**src/rtl/kgp_pkg.sv**
```systemverilog
// rtl/kgp_pkg.sv - shared KGP-RISC PC-select encodings and sequencer state codes
package kgp_pkg;

    typedef logic [1:0] pcsel_t;

    localparam pcsel_t PCSEL_SEQ = 2'b00;
    localparam pcsel_t PCSEL_REL = 2'b01;
    localparam pcsel_t PCSEL_ABS = 2'b10;
    localparam pcsel_t PCSEL_RET = 2'b11;

    localparam logic [1:0] ST_BOOT  = 2'd0;
    localparam logic [1:0] ST_RUN   = 2'd1;
    localparam logic [1:0] ST_FAULT = 2'd2;

endpackage

```
**src/rtl/pc_sequencer_if.sv**
```systemverilog
// rtl/pc_sequencer_if.sv - control-in / PC-out bundle between ID/EX, branch select and the sequencer
interface pc_sequencer_if #(
    parameter int PC_W  = 16,
    parameter int OFF_W = 10
);
    logic [1:0]       PCSel;
    logic [OFF_W-1:0] Offset;
    logic [PC_W-1:0]  Target;
    logic             Call;
    logic             Stall;
    logic [PC_W-1:0]  PC;
    logic             PCValid;
    logic             StackFull;
    logic             StackEmpty;
    logic             Fault;

    modport master (
        output PCSel, Offset, Target, Call, Stall,
        input  PC, PCValid, StackFull, StackEmpty, Fault
    );

    modport slave (
        input  PCSel, Offset, Target, Call, Stall,
        output PC, PCValid, StackFull, StackEmpty, Fault
    );
endinterface

```
**src/rtl/ret_stack.sv**
```systemverilog
// rtl/ret_stack.sv - LIFO return-address stack; reset clears the pointer only
module ret_stack #(
    parameter int DEPTH = 4,
    parameter int W     = 16,
    localparam int AW   = $clog2(DEPTH),
    localparam int SPW  = AW + 1
) (
    input  logic           clk,
    input  logic           reset,
    input  logic           push,
    input  logic           pop,
    input  logic [W-1:0]   wdata,
    output logic [W-1:0]   rdata,
    output logic [SPW-1:0] sp,
    output logic           full,
    output logic           empty
);
    logic [W-1:0]  mem [DEPTH];
    logic [AW-1:0] wr_idx;
    logic [AW-1:0] top_idx;

    // At sp==DEPTH the low bits wrap to 0, so top_idx still lands on DEPTH-1.
    assign wr_idx  = sp[AW-1:0];
    assign top_idx = sp[AW-1:0] - AW'(1);
    assign rdata   = mem[top_idx];
    assign full    = (sp == SPW'(DEPTH));
    assign empty   = (sp == '0);

    always_ff @(posedge clk) begin
        if (reset) begin
            sp <= '0;
        end else if (push && !full) begin
            sp <= sp + SPW'(1);
        end else if (pop && !empty) begin
            sp <= sp - SPW'(1);
        end
    end

    always_ff @(posedge clk) begin
        if (push && !full) begin
            mem[wr_idx] <= wdata;
        end
    end
endmodule

```
**src/rtl/pc_sequencer.sv**
```systemverilog
// rtl/pc_sequencer.sv - KGP-RISC program counter: next-PC mux, adder, boot/run/fault FSM
module pc_sequencer
    import kgp_pkg::*;
#(
    parameter int              PC_W        = 16,
    parameter int              OFF_W       = 10,
    parameter int              STACK_DEPTH = 4,
    parameter logic [PC_W-1:0] RESET_PC    = '0,
    localparam int             SPW         = $clog2(STACK_DEPTH) + 1
) (
    input  logic           clk,
    input  logic           reset,
    pc_sequencer_if.slave  bus
);
    logic [1:0]      state;
    logic [PC_W-1:0] pc;
    logic            fault;
    logic [PC_W-1:0] pc_plus1;
    logic [PC_W-1:0] off_ext;
    logic [PC_W-1:0] next_pc;
    logic [PC_W-1:0] ret_addr;
    logic [SPW-1:0]  sp;
    logic            stk_full;
    logic            stk_empty;
    logic            want_push;
    logic            want_pop;
    logic            step;
    logic            overflow;
    logic            underflow;

    assign pc_plus1 = pc + PC_W'(1);
    assign off_ext  = {{(PC_W-OFF_W){bus.Offset[OFF_W-1]}}, bus.Offset};

    // Call only means something on a redirect; PCSel=RET can never push.
    assign want_push = bus.Call && (bus.PCSel == PCSEL_REL || bus.PCSel == PCSEL_ABS);
    assign want_pop  = (bus.PCSel == PCSEL_RET);
    assign step      = (state == ST_RUN) && !bus.Stall;
    assign overflow  = want_push && stk_full;
    assign underflow = want_pop && stk_empty;

    always_comb begin
        next_pc = pc_plus1;
        case (bus.PCSel)
            PCSEL_SEQ: next_pc = pc_plus1;
            PCSEL_REL: next_pc = pc_plus1 + off_ext;
            PCSEL_ABS: next_pc = bus.Target;
            PCSEL_RET: next_pc = ret_addr;
            default:   next_pc = pc_plus1;
        endcase
    end

    ret_stack #(
        .DEPTH (STACK_DEPTH),
        .W     (PC_W)
    ) u_ret_stack (
        .clk   (clk),
        .reset (reset),
        .push  (step && want_push && !stk_full),
        .pop   (step && want_pop && !stk_empty),
        .wdata (pc_plus1),
        .rdata (ret_addr),
        .sp    (sp),
        .full  (stk_full),
        .empty (stk_empty)
    );

    always_ff @(posedge clk) begin
        if (reset) begin
            pc    <= RESET_PC;
            state <= ST_BOOT;
            fault <= 1'b0;
        end else begin
            case (state)
                ST_BOOT: state <= ST_RUN;
                ST_RUN: begin
                    if (!bus.Stall) begin
                        if (overflow || underflow) begin
                            fault <= 1'b1;
                            state <= ST_FAULT;
                        end else begin
                            pc <= next_pc;
                        end
                    end
                end
                ST_FAULT: state <= ST_FAULT;
                default:  state <= ST_BOOT;
            endcase
        end
    end

    assign bus.PC         = pc;
    assign bus.PCValid    = (state == ST_RUN);
    assign bus.StackFull  = (sp == SPW'(STACK_DEPTH));
    assign bus.StackEmpty = (sp == '0);
    assign bus.Fault      = fault;
endmodule

```
**src/flat_wrapper.sv**
```systemverilog
// flat-port wrapper written by rule: the top's interface ports become plain ports
module pc_sequencer_flat import kgp_pkg::*;
#(
    parameter int              PC_W        = 16,
    parameter int              OFF_W       = 10,
    parameter int              STACK_DEPTH = 4,
    parameter logic [PC_W-1:0] RESET_PC    = '0,
    localparam int             SPW         = $clog2(STACK_DEPTH) + 1
)
  (clk, reset, bus_PCSel, bus_Offset, bus_Target, bus_Call, bus_Stall, bus_PC, bus_PCValid, bus_StackFull, bus_StackEmpty, bus_Fault);
  pc_sequencer_if #(.PC_W(PC_W), .OFF_W(OFF_W)) bus_i ();
  input  logic clk;
  input  logic reset;
  input wire logic [$bits(bus_i.PCSel)-1:0] bus_PCSel;
  input wire logic [$bits(bus_i.Offset)-1:0] bus_Offset;
  input wire logic [$bits(bus_i.Target)-1:0] bus_Target;
  input wire logic [$bits(bus_i.Call)-1:0] bus_Call;
  input wire logic [$bits(bus_i.Stall)-1:0] bus_Stall;
  output wire logic [$bits(bus_i.PC)-1:0] bus_PC;
  output wire logic [$bits(bus_i.PCValid)-1:0] bus_PCValid;
  output wire logic [$bits(bus_i.StackFull)-1:0] bus_StackFull;
  output wire logic [$bits(bus_i.StackEmpty)-1:0] bus_StackEmpty;
  output wire logic [$bits(bus_i.Fault)-1:0] bus_Fault;
  assign bus_i.PCSel = bus_PCSel;
  assign bus_i.Offset = bus_Offset;
  assign bus_i.Target = bus_Target;
  assign bus_i.Call = bus_Call;
  assign bus_i.Stall = bus_Stall;
  assign bus_PC = bus_i.PC;
  assign bus_PCValid = bus_i.PCValid;
  assign bus_StackFull = bus_i.StackFull;
  assign bus_StackEmpty = bus_i.StackEmpty;
  assign bus_Fault = bus_i.Fault;
  pc_sequencer #(.PC_W(PC_W), .OFF_W(OFF_W), .STACK_DEPTH(STACK_DEPTH), .RESET_PC(RESET_PC)) u_core (.clk(clk), .reset(reset), .bus(bus_i));
endmodule
```
**config.mk**
```make
export PLATFORM = sky130hd
export DESIGN_NAME = pc_sequencer_flat
export DESIGN_NICKNAME = d
export VERILOG_FILES = /design/src/rtl/kgp_pkg.sv /design/src/rtl/pc_sequencer_if.sv /design/src/rtl/ret_stack.sv /design/src/rtl/pc_sequencer.sv /design/src/flat_wrapper.sv
export SDC_FILE = /design/constraint.sdc
export NUM_CORES = 1
export LEC_CHECK = 0
export ABC_AREA = 0
export ABC_CLOCK_PERIOD_IN_PS = 5200
export BUFFER_PORTS_ARGS = -buffer_cell sky130_fd_sc_hd__clkbuf_2
export CELL_PAD_IN_SITES_DETAIL_PLACEMENT = 1
export CELL_PAD_IN_SITES_GLOBAL_PLACEMENT = 1
export CORE_MARGIN = 3
export CORE_UTILIZATION = 51
export DETAILED_ROUTE_END_ITERATION = 6
export PLACE_DENSITY_LB_ADDON = 0.1
export SLEW_MARGIN = 15
export SYNTH_ARGS = -nofsm -noshare
export SYNTH_HDL_FRONTEND = slang
export SYNTH_SLANG_ARGS = --single-unit
```
**constraint.sdc**
```tcl
create_clock -name clk -period 5.2 [get_ports clk]
set_input_delay 0.52 -clock clk [delete_from_list [all_inputs] [get_ports clk]]
set_output_delay 0.52 -clock clk [all_outputs]
set_load 0.05 [all_outputs]
```
==> impl_metrics.tcl, run 1 <==
set metrics [dict create \
    layoutNonFillerInstCount 599 \
    numPortBuffers 51 \
    synth.top_cell.area_share_pct 39.73 \
    yosysWarningCount 0 \
    peakVddDrop_v 0.0001663 \
    synth_edf_count 64 \
    cts.path.max_buffers 2 \
    io_pins 52 \
    drtIter0Drc 165 \
    n_antenna_cell 0 \
    r2r_slack_ns 1.65 \
    finalSetupViolCount 0 \
    tightestPinTransition_ns 1.022 \
    overflow 0 \
    gp_congestion 0.8240 \
    vias_per_cell 6.129 \
    die_h_microns 103.4 \
    reg2reg_from "u_core.bus.PC[0]" \
    drt_wl_total_mm 12.94 \
    min_path_type "flip-flop to flip-flop" \
    cp.required_ns 5.42 \
    fp-row-count 34 \
    cp_max_fo 7 \
    synthTopCellsByArea "edfxtp_1, dfxtp_1, ha_1" \
    yosysMostFrequentCell "edfxtp_1" \
    yosys.area.top_type "edfxtp_1" \
    final_util_pct 59.84 \
    synthArstFlopShare_pct 0 \
    setup-tns-final_ns 0 \
    place_hpwl_mm 8.801 \
    grt_usage_pct 25.78 \
    crit_start "u_core.bus.PC[0]" \
    yosysSeqAreaShare_pct 48.84 \
    netlist_instances 425 \
    hold_depth 1 \
    fp.dieW_microns 103.4 \
    antenna_found_initial 0 \
    yosys-top-cells-count "edfxtp_1, a21oi_1, ha_1, nand2_1, nor2_1" \
    drtPass1Iterations 4 \
    synthAdderAreaFrac_pct 8.329 \
    whs_endpoint "u_core.bus.Fault" \
    synth_top_flop_cell "edfxtp_1" \
    synth_seq_cells 86 \
    grt_pass1_vias 3810 \
    synth-compound-area-share_pct 15.75 \
    nets 531 \
    grt_setup_unrepaired "false" \
    htree_levels 3 \
    clk_latency_ns 0.36 \
    critPathLaunchType "flip-flop" \
    wl_per_cell_microns 21.61 \
    core_sq_mm 0.008976 \
    drive_gt1_share_pct 18.60 \
    num_vias 3671 \
    hp-start "u_core.bus.Fault" \
    mappedNetlistArea_sq_mm 0.004837 \
    min_period_ns 3.546 \
    power_density_mw_per_mm2 322.7 \
    dp_cells 583 \
    grt_max_degree 30 \
    synthMuxAreaShare_pct 7.863 \
    clock_tree.root_cell "clkbuf_8" \
    synth_cell_type_count 55 \
    finalHoldViolations 0 \
    grt_pass1_wl_mm 20.34 \
    slew_headroom_pct 31.85 \
    clk_pin_slew_ns 0.10 \
    start_util_pct 53.89 \
    cts_hold_buf 0 \
    skew_ns 0.01415 \
    crit_type "flip-flop to flip-flop" \
    arrival_ns 3.77 \
    rr_worst_depth 11 \
    post_cts_resized 0 \
    outcome "completed" \
    numCtsBuffers 9 \
    cts.sinks 86 \
    p_leak_uw 0.002019 \
    cts_tree "done" \
    syn_nets 488 \
    die_area_sq_mm 0.01069 \
    max_freq_mhz 282.0 \
    synth_top_family_by_area "compound AO/OA/AOI/OAI gates" \
    cap_violations 0 \
    cts_setup_buffers 0 \
    synth-simple-area-share_pct 11.82 \
    r2r-end "u_core.bus.PC[15]" \
    syn_to_final_growth_pct 11.04 \
    synth_xor_xnor_area_share_pct 3.983 \
    critPathCaptureType "flip-flop" \
    avgSynthCellArea_sq_um 11.38 \
    slew_violations 0 \
    final.period_utilization_pct 68.20 \
    drtAntennaViolNets 0 \
    drc_errors 0 \
]
## worst max-delay path by stage
stage / end / slack [ns] / depth (start not counted)
global route: u_core.bus.PC[15] / 1.10 / 11
finish: u_core.bus.PC[15] / 1.65 / 11
CTS: u_core.bus.PC[15] / 1.69 / 11
floorplan: u_core.bus.PC[15] / 1.94 / 13
detailed placement: u_core.bus.PC[15] / 1.75 / 11
global placement: u_core.bus.PC[11] / 1.79 / 11
## report_power, final
part | leakage [uW] | total (uW) | switching, uW | internal (uW)
clock | 0.0000976 | 476 | 252 | 224
combinational | 0.00116 | 455 | 298 | 156
sequential | 0.000764 | 803 | 28.7 | 774
total | 0.00202 | 1730 | 579 | 1150
## per-layer routing
metal / vias up / share of wire [%] / GRT usage [%]
met1: 1861 / 45 / 35.59
met5: - / 0 / 0
met3: 11 / 6.0 / 5.701
met2: 99 / 48 / 41.72
li1: 1700 / - / -
met4: 0 / 1.0 / 6.175
## flip-flops by register name, indices dropped and copies added (netlist names)
signal	cells
u_core.bus.Fault	1
u_core.bus.PC	16
u_core.state	2
u_core.u_ret_stack.mem	64
u_core.u_ret_stack.sp	3
## layout by cell type (no fill, tap or decap), drive strengths merged, types with 5 or more instances in the layout
cell type and count:
a21o 9, a21oi 31, a22oi 6, a31oi 6, and2 7, and3 8, clkbuf 60, dfxtp 22
edfxtp 64, ha 29, inv 21, mux4 16, nand2 27, nand3 10, nor2 25, nor2b 8
nor3 9, o21a 7, o21ai 21, or3 5, xnor2 16, xor2 6
## kinds of logic after synthesis
family | count (synthesis)
AO/OA/AOI/OAI | 115
XOR/XNOR | 22
adder cells (fa/ha/maj) | 31
buffers and inverters | 41
flip-flops | 86
multiplexers | 18
AND/OR/NAND/NOR | 112
## area by class of cell
type                       instances  area (sq um)
multi-input combinational        298          2310
inverter                          20         75.07
timing repair buffer              53         270.3
clock inverter                     7         72.57
fill                             965          3605
tap                              126         157.7
clock buffer                       9         123.9
sequential                        86          2362
## worst max-delay path, cell delays in order, from the launching register on
cell      delay (ns)
dfxtp_1         0.47
ha_1            0.30
nand2_1         0.11
nor4_1          0.45
nand2_1         0.22
xnor2_1         0.41
ha_1            0.38
and3_1          0.24
a311oi_1        0.41
a211oi_1        0.18
o21ai_0         0.12
o211ai_1        0.11
## metrics by stage
stage	setup WS [ns]	power, uW	hold WS, ns	cell area, sq um
final	1.654	1733	0.4823	5371
after global routing	1.104	1814	0.5080	5371
after CTS	1.686	1739	0.4831	5371
after detailed placement	1.748	1267	0.4631	5175
after global placement	1.791	1250	0.4556	5175
after floorplan	1.941	1144	0.4880	4837
(Power assumes the default switching activity.)
==> run 2: changes to the inputs <==
Settings changed: ABC_CLOCK_PERIOD_IN_PS 5200 to 3300, CORE_UTILIZATION 51 to 47.
Clock period 5.2 ns to 3.3 ns, I/O delays scaled along.
==> run 2 against run 1 <==
  * Clock power rose by 76%
  * Count of clock-buffer cells in the layout did not move
  * Register-to-register slack lost 1.4 ns
  * Design area increased by 4.6%
  * Global-route usage fell by 0.63 points
  * Die area up 8.0%
  * First-iteration DRC count grew 2.4%
  * Cell count is 4.8% higher
  * Largest cell class unchanged
  * Largest power group unchanged
==> impl_metrics.tcl, run 2 (synthesis gave the netlist of run 1 again) <==
set metrics [dict create \
    skew_ns 0.01142 \
    cts_setup_buffers 0 \
    regMostFlops "u_core.u_ret_stack.mem" \
    clk_latency_ns 0.38 \
    grt_pass1_wl_mm 21.67 \
    post_dp_cell_area_sq_mm 0.005349 \
    grt_pass1_vias 3968 \
    cap_violations 0 \
    grt_max_degree 22 \
    cts_tree "done" \
    finalHoldViolations 0 \
    overflow 0 \
    critPathCaptureType "flip-flop" \
    nets 553 \
    cts.path.max_buffers 2 \
    core_sq_mm 0.009910 \
    cts.sinks 86 \
    final_common_cell "edfxtp_1" \
    die_area_sq_mm 0.01155 \
    drt_wl_total_mm 13.72 \
    gp_congestion 0.8390 \
    die_h_microns 107.5 \
    tightestPinTransition_ns 0.8726 \
    arrival_ns 3.38 \
    clock_tree.root_cell "clkbuf_8" \
    r2r_slack_ns 0.22 \
    numCtsBuffers 9 \
    largest_reg_flops 64 \
    power_density_mw_per_mm2 509.3 \
    htree_levels 3 \
    critPathLaunchType "flip-flop" \
    drc_errors 0 \
    min_path_type "input pin to flip-flop" \
    outcome "completed" \
    min_period_ns 3.079 \
    syn_to_final_growth_pct 16.19 \
    slew_violations 0 \
    crit_path_frequent_cell "or3_1" \
    path_cells "nand4_1 -> or3_4 -> or3_1 -> xnor2_2 -> ha_1 -> or3_1 -> o22ai_1 -> o2111ai_1 -> a21oi_1" \
    slowest_stage "dfxtp_1" \
    p_leak_uw 0.002171 \
    cp.required_ns 3.60 \
    fp-row-count 36 \
    place_hpwl_mm 9.720 \
    grt_setup_unrepaired "false" \
    max_freq_mhz 324.8 \
    grt_usage_pct 25.15 \
    final_cell_mix "edfxtp_1, clkbuf_2, a21oi_1" \
    cp_num_buf_inv 0 \
    drtAntennaViolNets 0 \
    finalSetupViolCount 0 \
    fp.dieW_microns 107.5 \
    crit_type "flip-flop to flip-flop" \
    drtPass1Iterations 4 \
    cp_top_family "simple AND/OR/NAND/NOR gates" \
    antenna_found_initial 0 \
    numPortBuffers 51 \
    start_util_pct 48.81 \
    num_vias 3697 \
    slew_headroom_pct 41.83 \
    wl_per_cell_microns 21.84 \
    final.period_utilization_pct 93.29 \
    postLayoutCellArea_sq_mm 0.005620 \
    drtIter0Drc 169 \
    cp_max_fo 8 \
    vias_per_cell 5.887 \
    io_pins 52 \
    clk_pin_slew_ns 0.09 \
    n_antenna_cell 0 \
    drive_gt1_share_pct 24.24 \
    cpPeakStageDelay_ns 0.49 \
    setup-tns-final_ns 0 \
    peakVddDrop_v 0.0003234 \
]
-- run 2: worst paths after layout --
| check | startpoint | end | depth (start not counted) |
|---|---|---|---|
| max | u_core.bus.PC[3] | u_core.bus.PC[13] | 9 |
| min | bus_Target[10] | u_core.bus.PC[10] | 3 |
| max reg2reg | u_core.bus.PC[3] | u_core.bus.PC[13] | 9 |
| min reg2reg | u_core.bus.Fault | u_core.bus.Fault | 1 |
-- run 2: power breakdown --
part / total [uW] / switching [uW] / internal (uW)
clock: 837 / 408 / 428
sequential: 1260 / 43.5 / 1220
combinational: 762 / 485 / 278
-- run 2: repair_timing --
item	in CTS	in global routing
gates resized for setup	0	9
hold buffers	0	0
setup endpoints to repair	0	7
-- run 2: per-layer routing --
layer,track usage [%],vias to the layer above,share of wire (%)
met4,8.927,0,1.7
li1,-,1741,-
met3,3.959,18,6.6
met2,41.33,93,48
met5,0,-,0
met1,33.95,1845,44
-- run 2: area by class of cell --
| cell class | count | area [sq um] |
|---|---|---|
| fill | 1079 | 4289 |
| sequential | 86 | 2364 |
| multi-input combinational | 298 | 2359 |
| timing repair buffer | 75 | 435.4 |
| tap | 133 | 166.4 |
| clock buffer | 9 | 123.9 |
| clock inverter | 7 | 97.59 |
| inverter | 20 | 75.07 |
-- run 2: worst min-delay path: stages --
cell and delay (ns):
clkbuf_2 0.08, a22oi_1 0.08, a31oi_1 0.15
-- run 2: through the flow --
| step | hold WS, ns | instances | power [uW] | utilization, % | setup WS, ns |
|---|---|---|---|---|---|
| global placement | 0.4691 | 612 | 2009 | 53.98 | 0.2233 |
| finish | 0.3129 | 628 | 2863 | 56.72 | 0.2215 |
| global route | 0.3484 | 628 | 3002 | 56.72 | 0.03473 |
| floorplan | 0.4880 | 425 | 1803 | - | 0.04121 |
| CTS | 0.3108 | 628 | 2877 | 56.21 | 0.005287 |
| detailed placement | 0.4883 | 612 | 2036 | 53.98 | 0.06032 |
